`config.mk`:
```
export PLATFORM = sky130hd
export DESIGN_NAME = mm_lsu_flat
export DESIGN_NICKNAME = d
export VERILOG_FILES = /design/src/rtl/mm_pkg.sv /design/src/rtl/mm_lsu_if.sv /design/src/rtl/mm_lane_align.sv /design/src/rtl/mm_lsu.sv /design/src/flat_wrapper.sv
export SDC_FILE = /design/constraint.sdc
export NUM_CORES = 1
export LEC_CHECK = 0
export ABC_CLOCK_PERIOD_IN_PS = 4300
export CORE_ASPECT_RATIO = 0.75
export CORE_UTILIZATION = 35
export CTS_CLUSTER_DIAMETER = 80
export DETAILED_ROUTE_END_ITERATION = 16
export HOLD_SLACK_MARGIN = 0.15
export SYNTH_ARGS = -nofsm -noshare
export SYNTH_HDL_FRONTEND = slang
export SYNTH_SLANG_ARGS = --single-unit
```
`constraint.sdc`:
```
create_clock -name clk -period 4.3 [get_ports clk]
set_input_delay 0.86 -clock clk [delete_from_list [all_inputs] [get_ports clk]]
set_output_delay 0.86 -clock clk [all_outputs]
set_load 0.005 [all_outputs]
```
`src/rtl/mm_pkg.sv`:
```
// Shared types and helpers for the memory-access (LSU) pipeline stage.
// Operation decode lives here so the stage and its lane aligner agree on sizes.
package mm_pkg;

    typedef enum logic [3:0] {
        MEM_NONE, LB, LH, LW, LD, LBU, LHU, LWU, SB, SH, SW, SD
    } mem_op_t;

    typedef enum logic [1:0] {StIdle, StReq, StWait} lsu_state_t;

    function automatic logic op_is_load(mem_op_t op);
        return op inside {LB, LH, LW, LD, LBU, LHU, LWU};
    endfunction

    function automatic logic op_is_store(mem_op_t op);
        return op inside {SB, SH, SW, SD};
    endfunction

    function automatic logic op_is_signed(mem_op_t op);
        return op inside {LB, LH, LW};
    endfunction

    function automatic logic [3:0] op_size_bytes(mem_op_t op);
        case (op)
            LB, LBU, SB: return 4'd1;
            LH, LHU, SH: return 4'd2;
            LW, LWU, SW: return 4'd4;
            LD, SD:      return 4'd8;
            default:     return 4'd0;
        endcase
    endfunction

endpackage

```
`src/rtl/mm_lsu_if.sv`:
```
// Pipeline-in, pipeline-out and data-cache channels of the LSU stage.
// slave = the LSU itself; master = its environment (execute, writeback, cache).
interface mm_lsu_if #(
    parameter int unsigned ADDRESS_WIDTH    = 64,
    parameter int unsigned REGISTER_WIDTH   = 64,
    parameter int unsigned REGISTERNO_WIDTH = 5,
    parameter int unsigned BUS_WIDTH        = 64
) ();
    logic                          in_valid;
    logic                          in_ready;
    mm_pkg::mem_op_t               in_op;
    logic [ADDRESS_WIDTH-1:0]      in_alu_result;
    logic [REGISTER_WIDTH-1:0]     in_rs2_value;
    logic [REGISTERNO_WIDTH-1:0]   in_rd_regno;
    logic                          in_update_rd_bool;

    logic                          cache_req_valid;
    logic                          cache_req_ready;
    logic [ADDRESS_WIDTH-1:0]      cache_req_addr;
    logic                          cache_req_write;
    logic [BUS_WIDTH-1:0]          cache_req_wdata;
    logic [BUS_WIDTH/8-1:0]        cache_req_wstrb;
    logic                          cache_resp_valid;
    logic [BUS_WIDTH-1:0]          cache_resp_rdata;

    logic                          out_valid;
    logic                          wb_ready;
    logic [ADDRESS_WIDTH-1:0]      out_alu_result;
    logic [REGISTER_WIDTH-1:0]     out_mdata;
    logic [REGISTERNO_WIDTH-1:0]   out_rd_regno;
    logic                          out_update_rd_bool;
    logic                          out_mm_load_bool;
    logic                          out_misaligned;

    modport slave (
        input  in_valid, in_op, in_alu_result, in_rs2_value, in_rd_regno, in_update_rd_bool,
        input  cache_req_ready, cache_resp_valid, cache_resp_rdata, wb_ready,
        output in_ready, cache_req_valid, cache_req_addr, cache_req_write, cache_req_wdata,
        output cache_req_wstrb, out_valid, out_alu_result, out_mdata, out_rd_regno,
        output out_update_rd_bool, out_mm_load_bool, out_misaligned
    );

    modport master (
        output in_valid, in_op, in_alu_result, in_rs2_value, in_rd_regno, in_update_rd_bool,
        output cache_req_ready, cache_resp_valid, cache_resp_rdata, wb_ready,
        input  in_ready, cache_req_valid, cache_req_addr, cache_req_write, cache_req_wdata,
        input  cache_req_wstrb, out_valid, out_alu_result, out_mdata, out_rd_regno,
        input  out_update_rd_bool, out_mm_load_bool, out_misaligned
    );
endinterface

```
`src/rtl/mm_lane_align.sv`:
```
// Combinational byte-lane steering: load extraction/extension and store wdata/wstrb
// for an access at byte offset off_i within one cache bus word.
module mm_lane_align
    import mm_pkg::*;
#(
    parameter int unsigned REGISTER_WIDTH = 64,
    parameter int unsigned BUS_WIDTH      = 64,
    parameter int unsigned OFF_WIDTH      = $clog2(BUS_WIDTH / 8)
) (
    input  mem_op_t                 op_i,
    input  logic [OFF_WIDTH-1:0]    off_i,
    input  logic [REGISTER_WIDTH-1:0] rs2_i,
    input  logic [BUS_WIDTH-1:0]    rdata_i,
    output logic [REGISTER_WIDTH-1:0] mdata_o,
    output logic [BUS_WIDTH-1:0]    wdata_o,
    output logic [BUS_WIDTH/8-1:0]  wstrb_o
);
    localparam int unsigned StrbW = BUS_WIDTH / 8;

    logic [BUS_WIDTH-1:0] field;
    logic [BUS_WIDTH-1:0] rep;
    logic [63:0]          st64;
    logic [3:0]           nbytes;
    logic                 sext;

    assign field  = rdata_i >> {off_i, 3'b000};
    assign st64   = 64'(rs2_i);
    assign nbytes = op_size_bytes(op_i);
    assign sext   = op_is_signed(op_i);

    always_comb begin
        mdata_o = '0;
        wdata_o = '0;
        wstrb_o = '0;
        rep     = '0;
        if (op_is_load(op_i)) begin
            case (nbytes)
                4'd1:    mdata_o = {{(REGISTER_WIDTH-8){sext & field[7]}}, field[7:0]};
                4'd2:    mdata_o = {{(REGISTER_WIDTH-16){sext & field[15]}}, field[15:0]};
                4'd4:    mdata_o = {{(REGISTER_WIDTH-32){sext & field[31]}}, field[31:0]};
                default: mdata_o = field[REGISTER_WIDTH-1:0];
            endcase
        end else if (op_is_store(op_i)) begin
            // Replicate first so every lane already carries the right byte before shifting.
            case (nbytes)
                4'd1:    rep = {StrbW{st64[7:0]}};
                4'd2:    rep = {(StrbW/2){st64[15:0]}};
                4'd4:    rep = {(StrbW/4){st64[31:0]}};
                default: rep = {(StrbW/8){st64}};
            endcase
            wdata_o = rep << {off_i, 3'b000};
            wstrb_o = StrbW'(((32'd1 << nbytes) - 32'd1) << off_i);
        end
    end

endmodule

```
`src/rtl/mm_lsu.sv`:
```
// Memory-access pipeline stage: issues data-cache requests for aligned loads/stores,
// faults misaligned ones, and passes non-memory results through a one-entry output register.
module mm_lsu
    import mm_pkg::*;
#(
    parameter int unsigned ADDRESS_WIDTH    = 64,
    parameter int unsigned REGISTER_WIDTH   = 64,
    parameter int unsigned REGISTERNO_WIDTH = 5,
    parameter int unsigned BUS_WIDTH        = 64
) (
    input logic      clk,
    input logic      reset,
    mm_lsu_if.slave  bus
);
    localparam int unsigned OffW = $clog2(BUS_WIDTH / 8);

    lsu_state_t                  state_q, state_d;
    mem_op_t                     op_q, op_d;
    logic [ADDRESS_WIDTH-1:0]    addr_q, addr_d;
    logic [REGISTER_WIDTH-1:0]   rs2_q, rs2_d;
    logic [REGISTERNO_WIDTH-1:0] rd_q, rd_d;
    logic                        upd_q, upd_d;

    logic                        out_valid_q, out_valid_d;
    logic [ADDRESS_WIDTH-1:0]    out_alu_q, out_alu_d;
    logic [REGISTER_WIDTH-1:0]   out_mdata_q, out_mdata_d;
    logic [REGISTERNO_WIDTH-1:0] out_rd_q, out_rd_d;
    logic                        out_upd_q, out_upd_d;
    logic                        out_load_q, out_load_d;
    logic                        out_mis_q, out_mis_d;

    logic [REGISTER_WIDTH-1:0]   ext_mdata;
    logic [BUS_WIDTH-1:0]        st_wdata;
    logic [BUS_WIDTH/8-1:0]      st_wstrb;
    logic                        in_ready, accept, in_is_mem, in_mis, req_active;
    logic [3:0]                  in_nbytes;

    mm_lane_align #(
        .REGISTER_WIDTH (REGISTER_WIDTH),
        .BUS_WIDTH      (BUS_WIDTH)
    ) u_align (
        .op_i    (op_q),
        .off_i   (addr_q[OffW-1:0]),
        .rs2_i   (rs2_q),
        .rdata_i (bus.cache_resp_rdata),
        .mdata_o (ext_mdata),
        .wdata_o (st_wdata),
        .wstrb_o (st_wstrb)
    );

    assign in_nbytes = op_size_bytes(bus.in_op);
    assign in_is_mem = op_is_load(bus.in_op) || op_is_store(bus.in_op);
    assign in_mis    = in_is_mem && (|(bus.in_alu_result[3:0] & (in_nbytes - 4'd1)));
    // Held low while reset is asserted so nothing is taken during reset.
    assign in_ready  = reset && (state_q == StIdle) && (!out_valid_q || bus.wb_ready);
    assign accept    = bus.in_valid && in_ready;
    assign req_active = (state_q == StReq);

    assign bus.in_ready        = in_ready;
    assign bus.cache_req_valid = req_active;
    assign bus.cache_req_addr  = req_active ? {addr_q[ADDRESS_WIDTH-1:OffW], {OffW{1'b0}}} : '0;
    assign bus.cache_req_write = req_active && op_is_store(op_q);
    assign bus.cache_req_wdata = req_active ? st_wdata : '0;
    assign bus.cache_req_wstrb = req_active ? st_wstrb : '0;

    assign bus.out_valid          = out_valid_q;
    assign bus.out_alu_result     = out_alu_q;
    assign bus.out_mdata          = out_mdata_q;
    assign bus.out_rd_regno       = out_rd_q;
    assign bus.out_update_rd_bool = out_upd_q;
    assign bus.out_mm_load_bool   = out_load_q;
    assign bus.out_misaligned     = out_mis_q;

    always_comb begin
        state_d     = state_q;
        op_d        = op_q;
        addr_d      = addr_q;
        rs2_d       = rs2_q;
        rd_d        = rd_q;
        upd_d       = upd_q;
        out_valid_d = out_valid_q && !bus.wb_ready;
        out_alu_d   = out_alu_q;
        out_mdata_d = out_mdata_q;
        out_rd_d    = out_rd_q;
        out_upd_d   = out_upd_q;
        out_load_d  = out_load_q;
        out_mis_d   = out_mis_q;
        case (state_q)
            StIdle: begin
                if (accept && in_is_mem && !in_mis) begin
                    op_d    = bus.in_op;
                    addr_d  = bus.in_alu_result;
                    rs2_d   = bus.in_rs2_value;
                    rd_d    = bus.in_rd_regno;
                    upd_d   = bus.in_update_rd_bool;
                    state_d = StReq;
                end else if (accept) begin
                    out_valid_d = 1'b1;
                    out_alu_d   = bus.in_alu_result;
                    out_mdata_d = '0;
                    out_rd_d    = bus.in_rd_regno;
                    out_upd_d   = bus.in_update_rd_bool && !in_mis;
                    out_load_d  = 1'b0;
                    out_mis_d   = in_mis;
                end
            end
            StReq: begin
                if (bus.cache_req_ready) state_d = StWait;
            end
            StWait: begin
                if (bus.cache_resp_valid) begin
                    out_valid_d = 1'b1;
                    out_alu_d   = addr_q;
                    out_mdata_d = ext_mdata;
                    out_rd_d    = rd_q;
                    out_upd_d   = upd_q;
                    out_load_d  = op_is_load(op_q);
                    out_mis_d   = 1'b0;
                    state_d     = StIdle;
                end
            end
            default: state_d = StIdle;
        endcase
    end

    always_ff @(posedge clk or negedge reset) begin
        if (!reset) begin
            state_q     <= StIdle;
            op_q        <= MEM_NONE;
            addr_q      <= '0;
            rs2_q       <= '0;
            rd_q        <= '0;
            upd_q       <= 1'b0;
            out_valid_q <= 1'b0;
            out_alu_q   <= '0;
            out_mdata_q <= '0;
            out_rd_q    <= '0;
            out_upd_q   <= 1'b0;
            out_load_q  <= 1'b0;
            out_mis_q   <= 1'b0;
        end else begin
            state_q     <= state_d;
            op_q        <= op_d;
            addr_q      <= addr_d;
            rs2_q       <= rs2_d;
            rd_q        <= rd_d;
            upd_q       <= upd_d;
            out_valid_q <= out_valid_d;
            out_alu_q   <= out_alu_d;
            out_mdata_q <= out_mdata_d;
            out_rd_q    <= out_rd_d;
            out_upd_q   <= out_upd_d;
            out_load_q  <= out_load_d;
            out_mis_q   <= out_mis_d;
        end
    end

endmodule

```
`src/flat_wrapper.sv`:
```
// flat-port wrapper written by rule: the top's interface ports become plain ports
module mm_lsu_flat import mm_pkg::*;
#(
    parameter int unsigned ADDRESS_WIDTH    = 64,
    parameter int unsigned REGISTER_WIDTH   = 64,
    parameter int unsigned REGISTERNO_WIDTH = 5,
    parameter int unsigned BUS_WIDTH        = 64
)
  (clk, reset, bus_in_valid, bus_in_op, bus_in_alu_result, bus_in_rs2_value, bus_in_rd_regno, bus_in_update_rd_bool, bus_cache_req_ready, bus_cache_resp_valid, bus_cache_resp_rdata, bus_wb_ready, bus_in_ready, bus_cache_req_valid, bus_cache_req_addr, bus_cache_req_write, bus_cache_req_wdata, bus_cache_req_wstrb, bus_out_valid, bus_out_alu_result, bus_out_mdata, bus_out_rd_regno, bus_out_update_rd_bool, bus_out_mm_load_bool, bus_out_misaligned);
  mm_lsu_if #(.ADDRESS_WIDTH(ADDRESS_WIDTH), .REGISTER_WIDTH(REGISTER_WIDTH), .REGISTERNO_WIDTH(REGISTERNO_WIDTH), .BUS_WIDTH(BUS_WIDTH)) bus_i ();
  input logic clk;
  input logic reset;
  input wire logic [$bits(bus_i.in_valid)-1:0] bus_in_valid;
  input wire logic [$bits(bus_i.in_op)-1:0] bus_in_op;
  input wire logic [$bits(bus_i.in_alu_result)-1:0] bus_in_alu_result;
  input wire logic [$bits(bus_i.in_rs2_value)-1:0] bus_in_rs2_value;
  input wire logic [$bits(bus_i.in_rd_regno)-1:0] bus_in_rd_regno;
  input wire logic [$bits(bus_i.in_update_rd_bool)-1:0] bus_in_update_rd_bool;
  input wire logic [$bits(bus_i.cache_req_ready)-1:0] bus_cache_req_ready;
  input wire logic [$bits(bus_i.cache_resp_valid)-1:0] bus_cache_resp_valid;
  input wire logic [$bits(bus_i.cache_resp_rdata)-1:0] bus_cache_resp_rdata;
  input wire logic [$bits(bus_i.wb_ready)-1:0] bus_wb_ready;
  output wire logic [$bits(bus_i.in_ready)-1:0] bus_in_ready;
  output wire logic [$bits(bus_i.cache_req_valid)-1:0] bus_cache_req_valid;
  output wire logic [$bits(bus_i.cache_req_addr)-1:0] bus_cache_req_addr;
  output wire logic [$bits(bus_i.cache_req_write)-1:0] bus_cache_req_write;
  output wire logic [$bits(bus_i.cache_req_wdata)-1:0] bus_cache_req_wdata;
  output wire logic [$bits(bus_i.cache_req_wstrb)-1:0] bus_cache_req_wstrb;
  output wire logic [$bits(bus_i.out_valid)-1:0] bus_out_valid;
  output wire logic [$bits(bus_i.out_alu_result)-1:0] bus_out_alu_result;
  output wire logic [$bits(bus_i.out_mdata)-1:0] bus_out_mdata;
  output wire logic [$bits(bus_i.out_rd_regno)-1:0] bus_out_rd_regno;
  output wire logic [$bits(bus_i.out_update_rd_bool)-1:0] bus_out_update_rd_bool;
  output wire logic [$bits(bus_i.out_mm_load_bool)-1:0] bus_out_mm_load_bool;
  output wire logic [$bits(bus_i.out_misaligned)-1:0] bus_out_misaligned;
  assign bus_i.in_valid = bus_in_valid;
  assign bus_i.in_op = bus_in_op;
  assign bus_i.in_alu_result = bus_in_alu_result;
  assign bus_i.in_rs2_value = bus_in_rs2_value;
  assign bus_i.in_rd_regno = bus_in_rd_regno;
  assign bus_i.in_update_rd_bool = bus_in_update_rd_bool;
  assign bus_i.cache_req_ready = bus_cache_req_ready;
  assign bus_i.cache_resp_valid = bus_cache_resp_valid;
  assign bus_i.cache_resp_rdata = bus_cache_resp_rdata;
  assign bus_i.wb_ready = bus_wb_ready;
  assign bus_in_ready = bus_i.in_ready;
  assign bus_cache_req_valid = bus_i.cache_req_valid;
  assign bus_cache_req_addr = bus_i.cache_req_addr;
  assign bus_cache_req_write = bus_i.cache_req_write;
  assign bus_cache_req_wdata = bus_i.cache_req_wdata;
  assign bus_cache_req_wstrb = bus_i.cache_req_wstrb;
  assign bus_out_valid = bus_i.out_valid;
  assign bus_out_alu_result = bus_i.out_alu_result;
  assign bus_out_mdata = bus_i.out_mdata;
  assign bus_out_rd_regno = bus_i.out_rd_regno;
  assign bus_out_update_rd_bool = bus_i.out_update_rd_bool;
  assign bus_out_mm_load_bool = bus_i.out_mm_load_bool;
  assign bus_out_misaligned = bus_i.out_misaligned;
  mm_lsu #(.ADDRESS_WIDTH(ADDRESS_WIDTH), .REGISTER_WIDTH(REGISTER_WIDTH), .REGISTERNO_WIDTH(REGISTERNO_WIDTH), .BUS_WIDTH(BUS_WIDTH)) u_core (.clk(clk), .reset(reset), .bus(bus_i));
endmodule
```
== Word level (Yosys, flattened, before mapping) ==
Memory sizes are Yosys's and may differ from the RTL's.
Index checks and enable logic that the tools add are counted.

* Memories kept: 2
* Bits in read-only memories: 128
* Logic and storage cells: 126
* Bits in registers: 277
* Output and inout bits: 276

* $add $sub $neg: 2
* Bitwise operators: 4
* Muxes and demuxes: 44
* Reduce and logical (&&, ||, !) cells: 25
* Shifts and indexed selects: 4
* Equal/unequal tests: 32

{| class="wikitable"
|+ Memory list
! name !! depth !! width !! read ports !! clocked after Yosys merged registers in !! write ports !! RTL line !! RTL
|-
| (name not given) || 16 || 4 || 1 || 0 || 0 || mm_pkg.sv:24 || <nowiki>case (op)</nowiki>
|-
| (name not given) || 16 || 4 || 1 || 0 || 0 || mm_pkg.sv:24 ||
|}

{| class="wikitable"
|+ Operators with widths
! cell !! count
|-
| $mux 64 || 13
|-
| $pmux 64 s3 || 2
|-
| $pmux 64 s2 || 2
|-
| $shl 64x6->64 || 1
|-
| $shr 64x6->64 || 1
|-
| $eq 4x3->1 const B || 9
|-
| $eq 4x4->1 const B || 8
|-
| $shl 1x4->32 const A || 1
|-
| $shl 32x3->8 || 1
|-
| $sub 32x1->32 const B || 1
|-
| $mux 8 || 3
|-
| $eq 4x2->1 const B || 5
|-
| $mux 5 || 3
|-
| $reduce_bool 7->1 || 2
|-
| $eq 4x1->1 const B || 3
|-
| $mux 1 || 12
|-
| $pmux 5 s2 || 1
|-
| $logic_and 1x1->1 || 9
|-
| $ne 2x2->1 const B || 4
|-
| $pmux 1 s2 || 4
|-
| $reduce_bool 4->1 || 2
|-
| $mux 2 || 3
|-
| $pmux 2 s3 || 1
|-
| $and 4x4->4 || 1
|-
| other kinds (14) || 19
|}

== Longest topological paths before layout ==
Gate-level depths: netlist of the first run.
An unclocked memory read counts as a cell.

* Depth after elaboration: 10
* Mapped depth: 13

== Modules after synthesis ==
Synthesis of the first run repeated with hierarchy kept, for this count alone.

* Cells, all modules: 2166
* Area, all modules: 19531.2 µm²

{| class="wikitable"
|+ By module, submodules not included
! module !! times used !! area an instance (µm²) !! cells an instance
|-
| mm_lsu || 1 || 12911.1 || 1134
|-
| mm_lane_align || 1 || 6620.1 || 1032
|}

== Worst setup path after synthesis of the first run ==
Ideal clock, no wire load.

* Kind: reg2out
* Start point: register u_core.op_q[2]
* End point: output bus_cache_req_wstrb[7]
* Cell stages (with the launch flop): 14
* Buffers on the path: 3
* Required time: 3.440 ns
* Slack: 0.846 ns
* Arrival: 2.594 ns
* Path through: dfrtp_1 buf_2 or3b_1 clkbuf_1 a21oi_2 inv_1 clkbuf_1 ha_1 nor2b_1 xnor2_1 o21ai_0 a21oi_1 o21ai_0 a21oi_1

* Word-level cells in the longest chain between the ends: 7

{| class="wikitable"
|+ Ends and longest elaborated chain
! item !! RTL line !! RTL
|-
| start: declaration || mm_lsu.sv:18 || <nowiki>mem_op_t op_q, op_d;</nowiki>
|-
| start signal: assignment || mm_lsu.sv:143 || <nowiki>op_q <= op_d;</nowiki>
|-
| $mem_v2 16x4 || n/a ||
|-
| $shl 1x4->32 || mm_lane_align.sv:52 || <nowiki>wstrb_o = StrbW'(((32'd1 << nbytes) - 32'd1) << off_i);</nowiki>
|-
| $sub 32x1->32 || mm_lane_align.sv:52 ||
|-
| $shl 32x3->8 || mm_lane_align.sv:52 ||
|-
| $mux 8 || mm_lane_align.sv:43 || <nowiki>end else if (op_is_store(op_i)) begin</nowiki>
|-
| $mux 8 * || mm_lane_align.sv:36 || <nowiki>if (op_is_load(op_i)) begin</nowiki>
|-
| $mux 8 * || mm_lsu.sv:64 || <nowiki>assign bus.cache_req_wstrb = req_active ? st_wstrb : '0;</nowiki>
|-
| end: declaration || flat_wrapper.sv:28 || <nowiki>output wire logic [$bits(bus_i.cache_req_wstrb)-1:0] bus_cache_req_wstrb;</nowiki>
|}

Mark *: on every way between the ends. The rest lies on a longest branch, timed or not.

== Final worst setup path of the first run ==
* Start point: register u_core.op_q[1]
* End point: output bus_cache_req_wdata[61]

* Word-level cells in the longest chain between the ends: 9

{| class="wikitable"
|+ Ends and longest elaborated chain
! item !! RTL line !! RTL
|-
| $mem_v2 16x4 || n/a ||
|-
| $eq 4x3->1, or another cell as far along || mm_lane_align.sv:45 || <nowiki>case (nbytes)</nowiki>
|-
| $pmux 64 s3 || mm_lane_align.sv:45 ||
|-
| $mux 64 || mm_lane_align.sv:43 ||
|-
| $mux 64 || mm_lane_align.sv:36 ||
|-
| $shl 64x6->64 || mm_lane_align.sv:51 || <nowiki>wdata_o = rep << {off_i, 3'b000};</nowiki>
|-
| $mux 64 || mm_lane_align.sv:43 ||
|-
| $mux 64 * || mm_lane_align.sv:36 ||
|-
| $mux 64 * || mm_lsu.sv:63 || <nowiki>assign bus.cache_req_wdata = req_active ? st_wdata : '0;</nowiki>
|-
| end: declaration || flat_wrapper.sv:27 || <nowiki>output wire logic [$bits(bus_i.cache_req_wdata)-1:0] bus_cache_req_wdata;</nowiki>
|}

Mark *: on every way between the ends. The rest lies on a longest branch, timed or not. The select of a mux whose other input is x is not followed.

==> results of run 1 <==
[stage by stage]
step | hold slack, ns | total power, mW | util | TNS (ns) | worst slack, ns
after floorplan | 0.4711 | 8.954 | - | 0 | 0.8455
after global placement | 0.4631 | 12.45 | 0.4696 | 0 | 0.2731
after detailed placement | 0.4647 | 12.53 | 0.4696 | 0 | 0.2819
after CTS | 0.4797 | 15.57 | 0.4962 | -0.1194 | -0.05101
after global routing | 0.5145 | 16.93 | 0.5045 | -0.3930 | -0.1241
final | 0.4769 | 16.14 | 0.5045 | -0.03419 | -0.03419
[power breakdown]
part | internal, mW | switching [mW]
Clock | 1.48 | 1.15
Sequential | 3.42 | 1.05
Combinational | 4.11 | 4.93
[timing repair]
action | 4_1_cts | 5_1_grt
resized for setup | 66 | 73
hold buffers | 1 | 0
pin swaps | 13 | 14
setup buffers | 7 | 11
endpoints found under the hold margin | 10 | 0
setup endpoints to repair | 45 | 36
cloned | 1 | 1
[synthesized netlist by cell type, types with 15 or more instances]
| master | n | share of area |
|---|---|---|
| nand2_1 | 282 | 0.059 |
| a21oi_1 | 129 | 0.036 |
| nand2b_1 | 22 | 0.0077 |
| inv_1 | 17 | 0.0036 |
| buf_2 | 55 | 0.015 |
| a31oi_1 | 72 | 0.025 |
| and2_1 | 74 | 0.026 |
| nor2_1 | 181 | 0.038 |
| nor2b_1 | 15 | 0.0053 |
| nand3_1 | 29 | 0.0081 |
| clkbuf_1 | 106 | 0.022 |
| o221ai_1 | 25 | 0.012 |
| a211oi_1 | 23 | 0.0097 |
| mux2_2 | 80 | 0.050 |
| o211ai_1 | 28 | 0.012 |
| dfrtp_1 | 277 | 0.39 |
| o22ai_1 | 29 | 0.010 |
| a22o_1 | 24 | 0.012 |
| mux2_4 | 85 | 0.071 |
| buf_1 | 18 | 0.0038 |
| mux2i_1 | 74 | 0.041 |
| or3_1 | 15 | 0.0053 |
| o21ai_0 | 115 | 0.032 |
[how the worst max path moves through the flow]
stage | start | to | slack [ns] | cells after the start
floorplan | u_core.op_q[2] | bus_cache_req_wstrb[7] | 0.85 | 13
global placement | u_core.op_q[1] | bus_cache_req_wstrb[6] | 0.27 | 9
detailed placement | u_core.op_q[0] | bus_cache_req_wdata[56] | 0.28 | 9
CTS | u_core.op_q[3] | bus_cache_req_wdata[40] | -0.05 | 9
global route | u_core.op_q[1] | bus_cache_req_wdata[61] | -0.12 | 10
finish | u_core.op_q[1] | bus_cache_req_wdata[61] | -0.03 | 9
[per-layer routing]
layer | wire [um] | global-route usage | vias up
met3 | 8283 | 0.09362 | 143
met4 | 2465 | 0.07667 | 14
met2 | 34630 | 0.4530 | 892
li1 | - | - | 8123
met5 | 95 | 0 | -
met1 | 34970 | 0.4114 | 8852
[registers in the layout, indices dropped and copies added, names as in the netlist]
| register | count |
|---|---|
| u_core.upd_q | 1 |
| u_core.state_q | 2 |
| u_core.bus.out_valid | 1 |
| u_core.rd_q | 5 |
| u_core.rs2_q | 64 |
| u_core.addr_q | 64 |
| u_core.bus.out_mdata | 64 |
| u_core.bus.out_rd_regno | 5 |
| u_core.bus.out_update_rd_bool | 1 |
| u_core.bus.out_misaligned | 1 |
| u_core.op_q | 4 |
| u_core.bus.out_mm_load_bool | 1 |
| u_core.bus.out_alu_result | 64 |
[worst register-to-register path, cell delays in order, from the launching register on]
cell and delay [ns]:
dfrtp_4 0.73, buf_4 0.76, mux2_2 0.45, mux4_2 0.49, nand3_1 0.13, a31oi_1 0.11
and2_1 0.49, a22o_1 0.33
[layout make-up]
class	instances	area, um2	share of cell area
Clock buffer	45	917.1	0.03615
Sequential cell	277	6943	0.2737
Tap cell	657	822.0	0.03241
Multi-Input combinational cell	1511	10460	0.4124
Timing Repair Buffer	609	6042	0.2382
Inverter	22	90.09	0.003551
Clock inverter	10	86.33	0.003403
Antenna cell	2	5.005	0.0001973
[logic make-up after synthesis]
group / count (synthesis)
other: 1
xor gates and xnor gates: 2
buffers and inverters: 215
AOI/OAI and AO/OA: 565
DFF: 277
and+or+nand+nor: 695
adders and majority gates: 5
muxes: 241
==> impl_results.md, run 1 <==
- Max stage delay cell, worst path: dfrtp_2
- Failing checks: setup timing
- Power density of the placed cells: 636.3 nW/um2
- Time the final worst path needs with I/O delays and setup: 4.334 ns
- Status: finished with violations
- Post-DP Area: 23610 um2
- Setup repair after global routing missed its margin: true
- Number of buffers added on ports: 480
- Class of the tightest hold or removal check: reg -> reg
- Number of H-tree branching levels: 1
- Endpoint of the most critical register-to-register path: u_core.bus.out_mdata[40]
- Destination of the worst hold path: u_core.bus.out_mdata[15]
- Top library cells by usage in the layout, fill and taps aside: clkdlybuf4s50_1 (460), nand2_1 (278), dfrtp_1 (270)
- XOR/XNOR share of the synthesized area: 0.0009809
- Number of ports placed on the die boundary: 484
- Core footprint: 50280 um2
- Reported leakage power: 10.85 nW
- Growth of design area from synthesis to finish: 42.05%
- Worst Tran Pin Value: 1.010 ns
- Post-Synthesis Cell Area: 17860 um2
- Number of distinct standard cells referenced by the synthesized netlist: 84
- Most Frequent Cell on Critical Path: buf_4
- Minimum setup slack among reg-to-reg paths: 0.65 ns
- Share of synthesized cell area in full adder, half adder and majority cells: 0.003083
- Main combinational cell family by area after synthesis: compound AO/OA/AOI/OAI gates
- Nets: 2661
- Critical Path End Type: output pin
- Final WS setup: -0.03419 ns
- CTS tree: yes
- Critical path type: reg -> out
- HPWL after detailed placement: 59300 um
- Post-CTS clock slew at the launch and capture registers of the worst setup and hold paths: 0.07 ns
- Clock latency on the worst-skew pair: 0.61 ns
- Pin count of the biggest net entering global routing: 133
- Largest delay share family, worst path: buffers and inverters
- Worst Clk Skew: 0.05463 ns
- Final setup violation count: 1
- Final design instance area without fill: 25370 um2
- Routed length per instance: 25.68 um
- Average cell area after synthesis: 8.924 um2
- Root buffer selected by CTS: clkbuf_16
- Clock Path Buffers: 3
- Launching point of the worst reg2reg path: u_core.addr_q[0]
- Largest stage delay on the critical path: 0.50 ns
- DRC viols: 0
- Router iterations before antenna repair: 6
- Die Span Y: 197.6 um
- Inserted Clock Buffers: 30
- Overall Global Routing Usage: 0.2990
- Critical Path AT: 3.47 ns
- Most used DFF post-synth: dfrtp_1
- Mapped Cells: 2001
- Data required time of the worst path: 3.44 ns
- Cells along the critical path: buf_4, or2_4, o221a_4, buf_6, mux2i_2, mux2_4, a221oi_4, buf_4, clkdlybuf4s50_1
- Total count of max-transition violations in the final report: 0
- Initial drt markers: 1846
- Count of placed standard cells including taps: 3055
- Post-synthesis register bit count: 277
- Warning count from the yosys run: 0
- Share of flip-flops with an asynchronous set or reset: 1.000
- Detail Route Antenna Nets: 0
- Antenna violations before repair: 11
- Clk sinks: 277
- Die footprint: 51940 um2
- Maximum Capacitance Violations: 0
- Global-route congestion overflow total: 0
- Most common cell after layout, fill and taps aside: clkdlybuf4s50_1
- Vias per cell: 5.753
- Number of vias in the routed layout: 18024
- First-pass GRT wire length: 117500 um
- Chip width: 262.8 um
- Effective utilization at floorplan: 0.3551
- Hold violation total from the final report: 0
- Launch instance of the worst min-delay path: u_core.bus.out_mdata[15]
- Non-filler cells in the finished layout: 3133
- Fill cells: 4664
- Number of enable flip-flop cells after synthesis: 0
- Max Fclk: 230.7 MHz
- Slew Limit Headroom: 0.3266
- Depth of the worst register-to-register path: 7
- Placement row count: 71
- Count of buffering cells on the critical path with inverters included: 4
- Sequential share of the synthesized area: 0.3882
- Final weighted congestion in routability-driven placement: 0.9873
- Final Routed Wirelength: 80440 um
- Multiplexer fraction of the synthesized cell area: 0.1659
- Worst IR Drop VDD: 0.3534 mV
- Critical Path Source Type: register
- Proportion of layout cells with a drive suffix above 1: 0.1843
- Number of global-route vias before repair: 17350
- Peak fanout along the critical path: 11
- Worst Hold Path Cells: 2
- Post-synthesis compound-gate area fraction: 0.2062
- Crit share post-route: 1.008
- Synth Area in Simple Gates: 0.1813
(Power assumes the default switching activity.)
==> inputs of run 2 (changes only) <==
--- a/config.mk
+++ b/config.mk
@@ -9,6 +9,7 @@
 export CORE_ASPECT_RATIO = 0.75
 export CORE_UTILIZATION = 35
 export CTS_CLUSTER_DIAMETER = 80
+export CTS_CLUSTER_SIZE = 25
 export DETAILED_ROUTE_END_ITERATION = 16
 export HOLD_SLACK_MARGIN = 0.15
 export SYNTH_ARGS = -nofsm -noshare
==> run 2 against run 1 <==
Maximum frequency is 1.4% higher. Clock power down 17%. The run now ends clean. Sequential share of layout area increased by 0.41 points. Critical endpoint unchanged. Utilization fell by 0.75 points. Setup slack improved by 0.059 ns. Flip-flop and latch count stayed put. Cell count is 0.77% lower.
==> impl_results.md, run 2 (synthesis results as in run 1) <==
- Worst Clk Skew: 0.02771 ns (was 0.05463 ns)
- Number of ports placed on the die boundary: 484 (unchanged)
- First-pass GRT wire length: 117000 um (was 117500 um)
- Global-route congestion overflow total: 0 (unchanged)
- Peak fanout along the critical path: 13 (was 11)
- Status: complete, no violations (was finished with violations)
- Non-filler cells in the finished layout: 3109 (was 3133)
- Routed length on met2: 34650 um (was 34630 um)
- Top library cells by usage in the layout, fill and taps aside: clkdlybuf4s50_1 (464), nand2_1 (278), dfrtp_1 (270) (was clkdlybuf4s50_1 (460), nand2_1 (278), dfrtp_1 (270))
- Root buffer selected by CTS: clkbuf_16 (unchanged)
- Post-DP Area: 23610 um2 (unchanged)
- Routed length per instance: 25.73 um (was 25.68 um)
- Most common cell after layout, fill and taps aside: clkdlybuf4s50_1 (unchanged)
- Worst Tran Pin Value: 1.004 ns (was 1.010 ns)
- Util after Layout: 0.4970 (was 0.5045)
- Most Frequent Cell on Critical Path: buf_4 (unchanged)
- Total count of max-transition violations in the final report: 0 (unchanged)
- Final setup violation count: 0 (was 1)
- Maximum Capacitance Violations: 0 (unchanged)
- Max Fclk: 233.9 MHz (was 230.7 MHz)
- Number of cells on the critical path: 11 (was 9)
- Router iterations before antenna repair: 5 (was 6)
- Core footprint: 50280 um2 (unchanged)
- End of the critical path: bus_cache_req_wdata[61] (unchanged)
- Growth of design area from synthesis to finish: 39.95% (was 42.05%)
- Post-CTS clock slew at the launch and capture registers of the worst setup and hold paths: 0.09 ns (was 0.07 ns)
- Final weighted congestion in routability-driven placement: 0.9873 (unchanged)
- Worst IR Drop VDD: 0.3625 mV (was 0.3534 mV)
- Initial drt markers: 1769 (was 1846)
- Class of the tightest hold or removal check: in -> async (was reg -> reg)
- Placement row count: 71 (unchanged)
- Depth of the worst register-to-register path: 7 (unchanged)
- Pin count of the biggest net entering global routing: 133 (unchanged)
- Hold violation total from the final report: 0 (unchanged)
- CTS tree: yes (unchanged)
- Overall Global Routing Usage: 0.2974 (was 0.2990)
- Inserted Clock Buffers: 20 (was 30)
- DRC viols: 0 (unchanged)
- Diode insertion count for antenna repair: 0 (was 2)
- Detailed route wirelength on metal3: 7989 um (was 8283 um)
- Final Routed Wirelength: 80000 um (was 80440 um)
- Total chip power: 15.56 mW (was 16.14 mW)
- Largest delay share family, worst path: compound AO/OA/AOI/OAI gates (was buffers and inverters)
- Number of global-route vias before repair: 17279 (was 17350)
- Launching point of the worst reg2reg path: u_core.addr_q[0] (unchanged)
- Time the final worst path needs with I/O delays and setup: 4.275 ns (was 4.334 ns)
- Number of buffers added on ports: 480 (unchanged)
- Sum of negative setup slack: 0 ns (was -0.03419 ns)
- Max stage delay cell, worst path: clkdlybuf4s50_1 (was dfrtp_2)
- Crit share post-route: 0.9942 (was 1.008)
- Nets: 2649 (was 2661)
- Final WS setup: 0.02507 ns (was -0.03419 ns)
- Fill cells: 4694 (was 4664)
- Die Span Y: 197.6 um (unchanged)
- Die footprint: 51940 um2 (unchanged)
- Critical Path AT: 3.41 ns (was 3.47 ns)
- Vias per cell: 5.766 (was 5.753)
- Antenna violations before repair: 9 (was 11)
- Critical path startpoint: u_core.op_q[3] (was u_core.op_q[1])
- Effective utilization at floorplan: 0.3551 (unchanged)
- Detail Route Antenna Nets: 0 (unchanged)
- HPWL after detailed placement: 59300 um (unchanged)
- Critical Path End Type: output pin (unchanged)
- Met1 Wirelength: 34870 um (was 34970 um)
- Clock latency on the worst-skew pair: 0.56 ns (was 0.61 ns)
- Data required time of the worst path: 3.44 ns (about the same)
- Endpoint of the most critical register-to-register path: u_core.bus.out_mdata[54] (was u_core.bus.out_mdata[40])
- Power density of the placed cells: 622.7 nW/um2 (was 636.3 nW/um2)
- Number of H-tree branching levels: 1 (unchanged)
- Count of placed standard cells including taps: 3055 (unchanged)
- Setup repair after global routing missed its margin: true (unchanged)
- Count of buffering cells on the critical path with inverters included: 5 (was 4)
- Slew Limit Headroom: 0.3308 (was 0.3266)
- Chip width: 262.8 um (unchanged)
- Clock Path Buffers: 3 (unchanged)
- Clk sinks: 277 (unchanged)
- Minimum setup slack among reg-to-reg paths: 0.70 ns (was 0.65 ns)
- Highest Signal Layer: met5 (unchanged)
- Worst hold slack: 0.1875 ns (was 0.4769 ns)
- Final design instance area without fill: 24990 um2 (was 25370 um2)
- Critical path type: reg -> out (unchanged)
- Cells along the critical path: buf_12, buf_4, clkbuf_16, o21a_2, o32ai_1, a211o_1, mux2i_1, nand2_1, a221oi_4, buf_4, clkdlybuf4s50_1 (was buf_4, or2_4, o221a_4, buf_6, mux2i_2, mux2_4, a221oi_4, buf_4, clkdlybuf4s50_1)
- Worst Setup Slack post-DPL: 0.2819 ns (unchanged)
- Number of vias in the routed layout: 17925 (was 18024)
- Critical Path Source Type: register (unchanged)
- Reported leakage power: 10.68 nW (was 10.85 nW)
- Proportion of layout cells with a drive suffix above 1: 0.1762 (was 0.1843)
- Largest stage delay on the critical path: 0.50 ns (about the same)
-- run 2: cell count changes in the layout (fill, tap and decap cells not counted), sizes merged, moves of 2 or more --
cell and delta:
clkbuf -24, dlygate4sd2 -4, inv +6, clkdlybuf4s50 +4
clkinvlp -3, diode -2
-- run 2: timing repair --
action / CTS / global route
cloned: 1 / 1
resized for setup: 46 / 68
hold buffers: 0 / 0
endpoints found under the setup margin: 39 / 38
buffers inserted: 6 / 11
pin swaps: 8 / 20
hold endpoints to repair: 0 / 0
-- run 2: how the worst min path moves through the flow --
stage | slack, ns | from | endpoint | depth (start not counted)
after floorplan | 0.47 | u_core.bus.out_mm_load_bool | u_core.bus.out_mm_load_bool | 2
final | 0.19 | reset | u_core.op_q[2] | 1
after global routing | 0.21 | reset | u_core.rs2_q[28] | 1
after detailed placement | 0.46 | u_core.bus.out_mdata[15] | u_core.bus.out_mdata[15] | 2
after CTS | 0.20 | reset | u_core.rs2_q[28] | 1
after global placement | 0.46 | u_core.bus.out_mdata[16] | u_core.bus.out_mdata[16] | 2
-- run 2: power by group --
group | internal [mW] | switching [mW]
registers | 3.41 | 1.05
logic | 4.07 | 4.86
clock network | 1.02 | 1.15
total | 8.50 | 7.06
-- run 2: final cells by class --
| type | instances | area [um2] | share of cell area |
|---|---|---|---|
| clock buffers | 21 | 514.2 | 0.02058 |
| clock inverters | 14 | 221.5 | 0.008861 |
| inverters | 22 | 90.09 | 0.003605 |
| multi-input cells | 1511 | 10360 | 0.4146 |
| flip-flops and latches | 277 | 6943 | 0.2778 |
| well taps | 657 | 822.0 | 0.03289 |
| repair buffers | 607 | 6038 | 0.2416 |
-- run 2: layer usage --
metal / track usage / up-vias
li1: - / 8084
met1: 0.4101 / 8824
met5: 0 / -
met3: 0.08913 / 130
met4: 0.07754 / 14
met2: 0.4518 / 873
==> inputs of run 3 (changes only) <==
--- a/config.mk
+++ b/config.mk
@@ -5,7 +5,6 @@
 export SDC_FILE = /design/constraint.sdc
 export NUM_CORES = 1
 export LEC_CHECK = 0
-export ABC_CLOCK_PERIOD_IN_PS = 4300
 export CORE_ASPECT_RATIO = 0.75
 export CORE_UTILIZATION = 35
 export CTS_CLUSTER_DIAMETER = 80
==> constraint.sdc (replaced) <==
create_clock -name clk -period 3.55 [get_ports clk]
set_input_delay 0.71 -clock clk [delete_from_list [all_inputs] [get_ports clk]]
set_output_delay 0.71 -clock clk [all_outputs]
set_load 0.005 [all_outputs]
==> run 3 against run 2 <==
The flow now finishes with violations (setup timing). First-iteration DRC count down 11%. Global-route usage up 2.0 points. Sequential share of layout area down 3.3 points. Cell count up 7.8%. Count of clock-buffer cells in the layout up 3. Clock power up 33%. Setup slack worse by 0.29 ns. Routed wire length up 7.7%. Critical path type unchanged. Highest routed layer unchanged.
==> impl_results.md, run 3 (synthesis results as in run 1) <==
- Top library cells by usage in the layout, fill and taps aside: clkdlybuf4s50_1 (413), nand2_1 (276), dfrtp_1 (270) (was clkdlybuf4s50_1 (464), nand2_1 (278), dfrtp_1 (270))
- Clock Path Buffers: 3 (unchanged)
- Clk sinks: 277 (unchanged)
- Effective utilization at floorplan: 0.3551 (unchanged)
- Number of H-tree branching levels: 1 (unchanged)
- Power density of the placed cells: 839.1 nW/um2 (was 622.7 nW/um2)
- Initial drt markers: 1578 (was 1769)
- HPWL after detailed placement: 62210 um (was 59300 um)
- DRC viols: 0 (unchanged)
- Post-DP Area: 24790 um2 (was 23610 um2)
- Detail Route Antenna Nets: 0 (unchanged)
- Switching power summed over all nets: 10.44 mW (was 7.060 mW)
- Growth of design area from synthesis to finish: 58.87% (was 39.95%)
- Critical Path Source Type: register (unchanged)
- Nets: 2886 (was 2649)
- First-pass GRT wire length: 125300 um (was 117000 um)
- Final setup violation count: 44 (was 0)
- Number of ports placed on the die boundary: 484 (unchanged)
- Status: finished with violations (was complete, no violations)
- Overall Global Routing Usage: 0.3176 (was 0.2974)
- Switching part of the total: 0.4383 (was 0.4537)
- Max Fclk: 262.0 MHz
- Data required time of the worst path: 2.84 ns (was 3.44 ns)
- Worst Clk Skew: 0.02668 ns (was 0.02771 ns)
- Number of global-route vias before repair: 18897 (was 17279)
- Core footprint: 50280 um2 (unchanged)
- Clock Power Share: 0.121 (was 0.139)
- Worst Tran Pin Value: 0.8837 ns (was 1.004 ns)
- Clock latency on the worst-skew pair: 0.58 ns (was 0.56 ns)
- Hold violation total from the final report: 0 (unchanged)
- Combinational Power Share: 0.653 (was 0.574)
- Chip width: 262.8 um (unchanged)
- Peak fanout along the critical path: 4 (was 13)
- Util after Layout: 0.5642 (was 0.4970)
- Launch instance of the worst min-delay path: u_core.bus.out_mdata[1]
- Global-route congestion overflow total: 0 (unchanged)
- Most Frequent Cell on Critical Path: a21oi_2 (was buf_4)
- Inserted Clock Buffers: 23 (was 20)
- Failing checks: setup timing
- Antenna violations before repair: 9 (unchanged)
- Internal Dissipation: 13.37 mW (was 8.502 mW)
- Routed length per instance: 25.71 um (was 25.73 um)
- Largest stage delay on the critical path: 0.45 ns (was 0.50 ns)
- Minimum setup slack among reg-to-reg paths: 0.21 ns (was 0.70 ns)
- Time the final worst path needs with I/O delays and setup: 3.816 ns
- Critical path startpoint: u_core.op_q[3] (unchanged)
- Final WS setup: -0.2662 ns (was 0.02507 ns)
- Root buffer selected by CTS: clkbuf_16 (unchanged)
- Depth of the worst register-to-register path: 9 (was 7)
- Critical Path AT: 3.11 ns (was 3.41 ns)
- Final design instance area without fill: 28370 um2 (was 24990 um2)
- Slew Limit Headroom: 0.4109 (was 0.3308)
- Placement row count: 71 (unchanged)
- Number of vias in the routed layout: 19185 (was 17925)
- Maximum Capacitance Violations: 0 (unchanged)
- Critical Path End Type: output pin (unchanged)
- Critical path type: reg -> out (unchanged)
- Final weighted congestion in routability-driven placement: 0.9691 (was 0.9873)
- Class of the tightest hold or removal check: reg -> reg (was in -> async)
- Vias per cell: 5.722 (was 5.766)
- Worst Hold Path Cells: 2
- Proportion of layout cells with a drive suffix above 1: 0.3212 (was 0.1762)
- Max stage delay cell, worst path: dfrtp_2 (was clkdlybuf4s50_1)
- Pin count of the biggest net entering global routing: 143 (was 133)
- Most common cell after layout, fill and taps aside: clkdlybuf4s50_1 (unchanged)
- Fill cells: 4440 (was 4694)
- Number of buffers added on ports: 480 (unchanged)
- Die footprint: 51940 um2 (unchanged)
- Final Routed Wirelength: 86200 um (was 80000 um)
- CTS tree: yes (unchanged)
- Reported leakage power: 12.25 nW (was 10.68 nW)
- Relative contribution of sequential cells to total power: 0.226 (was 0.286)
- Total count of max-transition violations in the final report: 0 (unchanged)
- Setup repair after global routing missed its margin: true (unchanged)
- Router iterations before antenna repair: 6 (was 5)
- Cells along the critical path: or3b_4, a21oi_4, inv_2, ha_4, nor2b_4, xnor2_1, o21ai_1, a21oi_2, buf_4, o21ai_2, a21oi_2, buf_2 (was buf_12, buf_4, clkbuf_16, o21a_2, o32ai_1, a211o_1, mux2i_1, nand2_1, a221oi_4, buf_4, clkdlybuf4s50_1)
- Worst IR Drop VDD: 0.3626 mV (was 0.3625 mV)
- Post-CTS clock slew at the launch and capture registers of the worst setup and hold paths: 0.08 ns (was 0.09 ns)
- Die Span Y: 197.6 um (unchanged)
- Launching point of the worst reg2reg path: u_core.addr_q[0] (unchanged)
- Crit share post-route: 1.075
## run 3: cell types whose count changed in the layout (fill, tap and decap cells not counted), moves of 15 or more
| cell | previous run | this run |
|---|---|---|
| clkdlybuf4s50_1 | 464 | 413 |
| a21oi_1 | 123 | 108 |
| buf_6 | 12 | 98 |
| o21ai_0 | 110 | 91 |
| buf_2 | 0 | 37 |
| a211oi_1 | 18 | 3 |
| buf_12 | 12 | 31 |
| buf_4 | 99 | 231 |
## run 3: stage by stage
| stage | cells | hold slack, ns | setup TNS, ns | setup WS (ns) | power, mW |
|---|---|---|---|---|---|
| after floorplan | 2003 | 0.4144 | 0 | 0.2455 | 10.85 |
| after CTS | 3307 | 0.4857 | -5.520 | -0.2882 | 22.08 |
| after global placement | 3204 | 0.4656 | -8.068 | -0.3468 | 16.58 |
| after global routing | 3350 | 0.5131 | -8.567 | -0.3212 | 24.81 |
| final | 3353 | 0.4792 | -5.253 | -0.2662 | 23.81 |
| after detailed placement | 3204 | 0.4676 | -20.30 | -0.3855 | 16.66 |
## run 3: worst max-delay path, delay by kind of cell, from the launching register on
family | cells | cell delay, ns
AOI/OAI and AO/OA | 5 | 0.81
buffers and inverters | 3 | 0.40
and+or+nand+nor | 2 | 0.55
DFF | 1 | 0.45
adders and majority gates | 1 | 0.20
xor gates and xnor gates | 1 | 0.12
## run 3: final cells by class
class                   instances  area, um2  area share
diodes                          3      7.507   0.0002646
clock buffers                  24      589.3     0.02077
clock inverters                18      235.2    0.008291
inverters                      22      93.84    0.003308
multi-input cells            1511      11480      0.4046
flip-flops and latches        277       6943      0.2447
well taps                     657      822.0     0.02898
repair buffers                841       8202      0.2891
## run 3: power groups by stage
stage	combinational, mW	clock (mW)	sequential, mW
2_1_floorplan	6.08	0	4.76
3_3_place_gp	11.3	0	5.25
3_5_place_dp	11.4	0	5.27
4_1_cts	13.9	2.93	5.28
5_1_grt	16.3	3.04	5.49
6_report	15.5	2.88	5.39
## run 3: metal layers
layer / routed length [um] / track usage / vias to the layer above
met4: 2768 / 0.09530 / 12
met2: 38070 / 0.4842 / 901
met1: 36620 / 0.4316 / 9542
met3: 8666 / 0.09636 / 169
met5: 80 / 0 / -
li1: - / - / 8561
## run 3: final timing paths
| check | endpoint |
|---|---|
| worst max-delay path | bus_cache_req_wstrb[7] |
| worst min-delay path | u_core.bus.out_mdata[1] |
| worst max register to register | u_core.bus.out_mdata[47] |
| worst min register to register | u_core.bus.out_mdata[1] |
| max in group asynchronous | u_core.op_q[3] |
| min in group asynchronous | u_core.rs2_q[1] |
## run 3: what timing repair did
item,CTS,global route
cloned,5,3
endpoints found under the setup margin,70,94
setup buffers,65,53
hold endpoints to repair,26,0
gates resized for setup,529,165
pin swaps,116,93
hold buffers,1,0
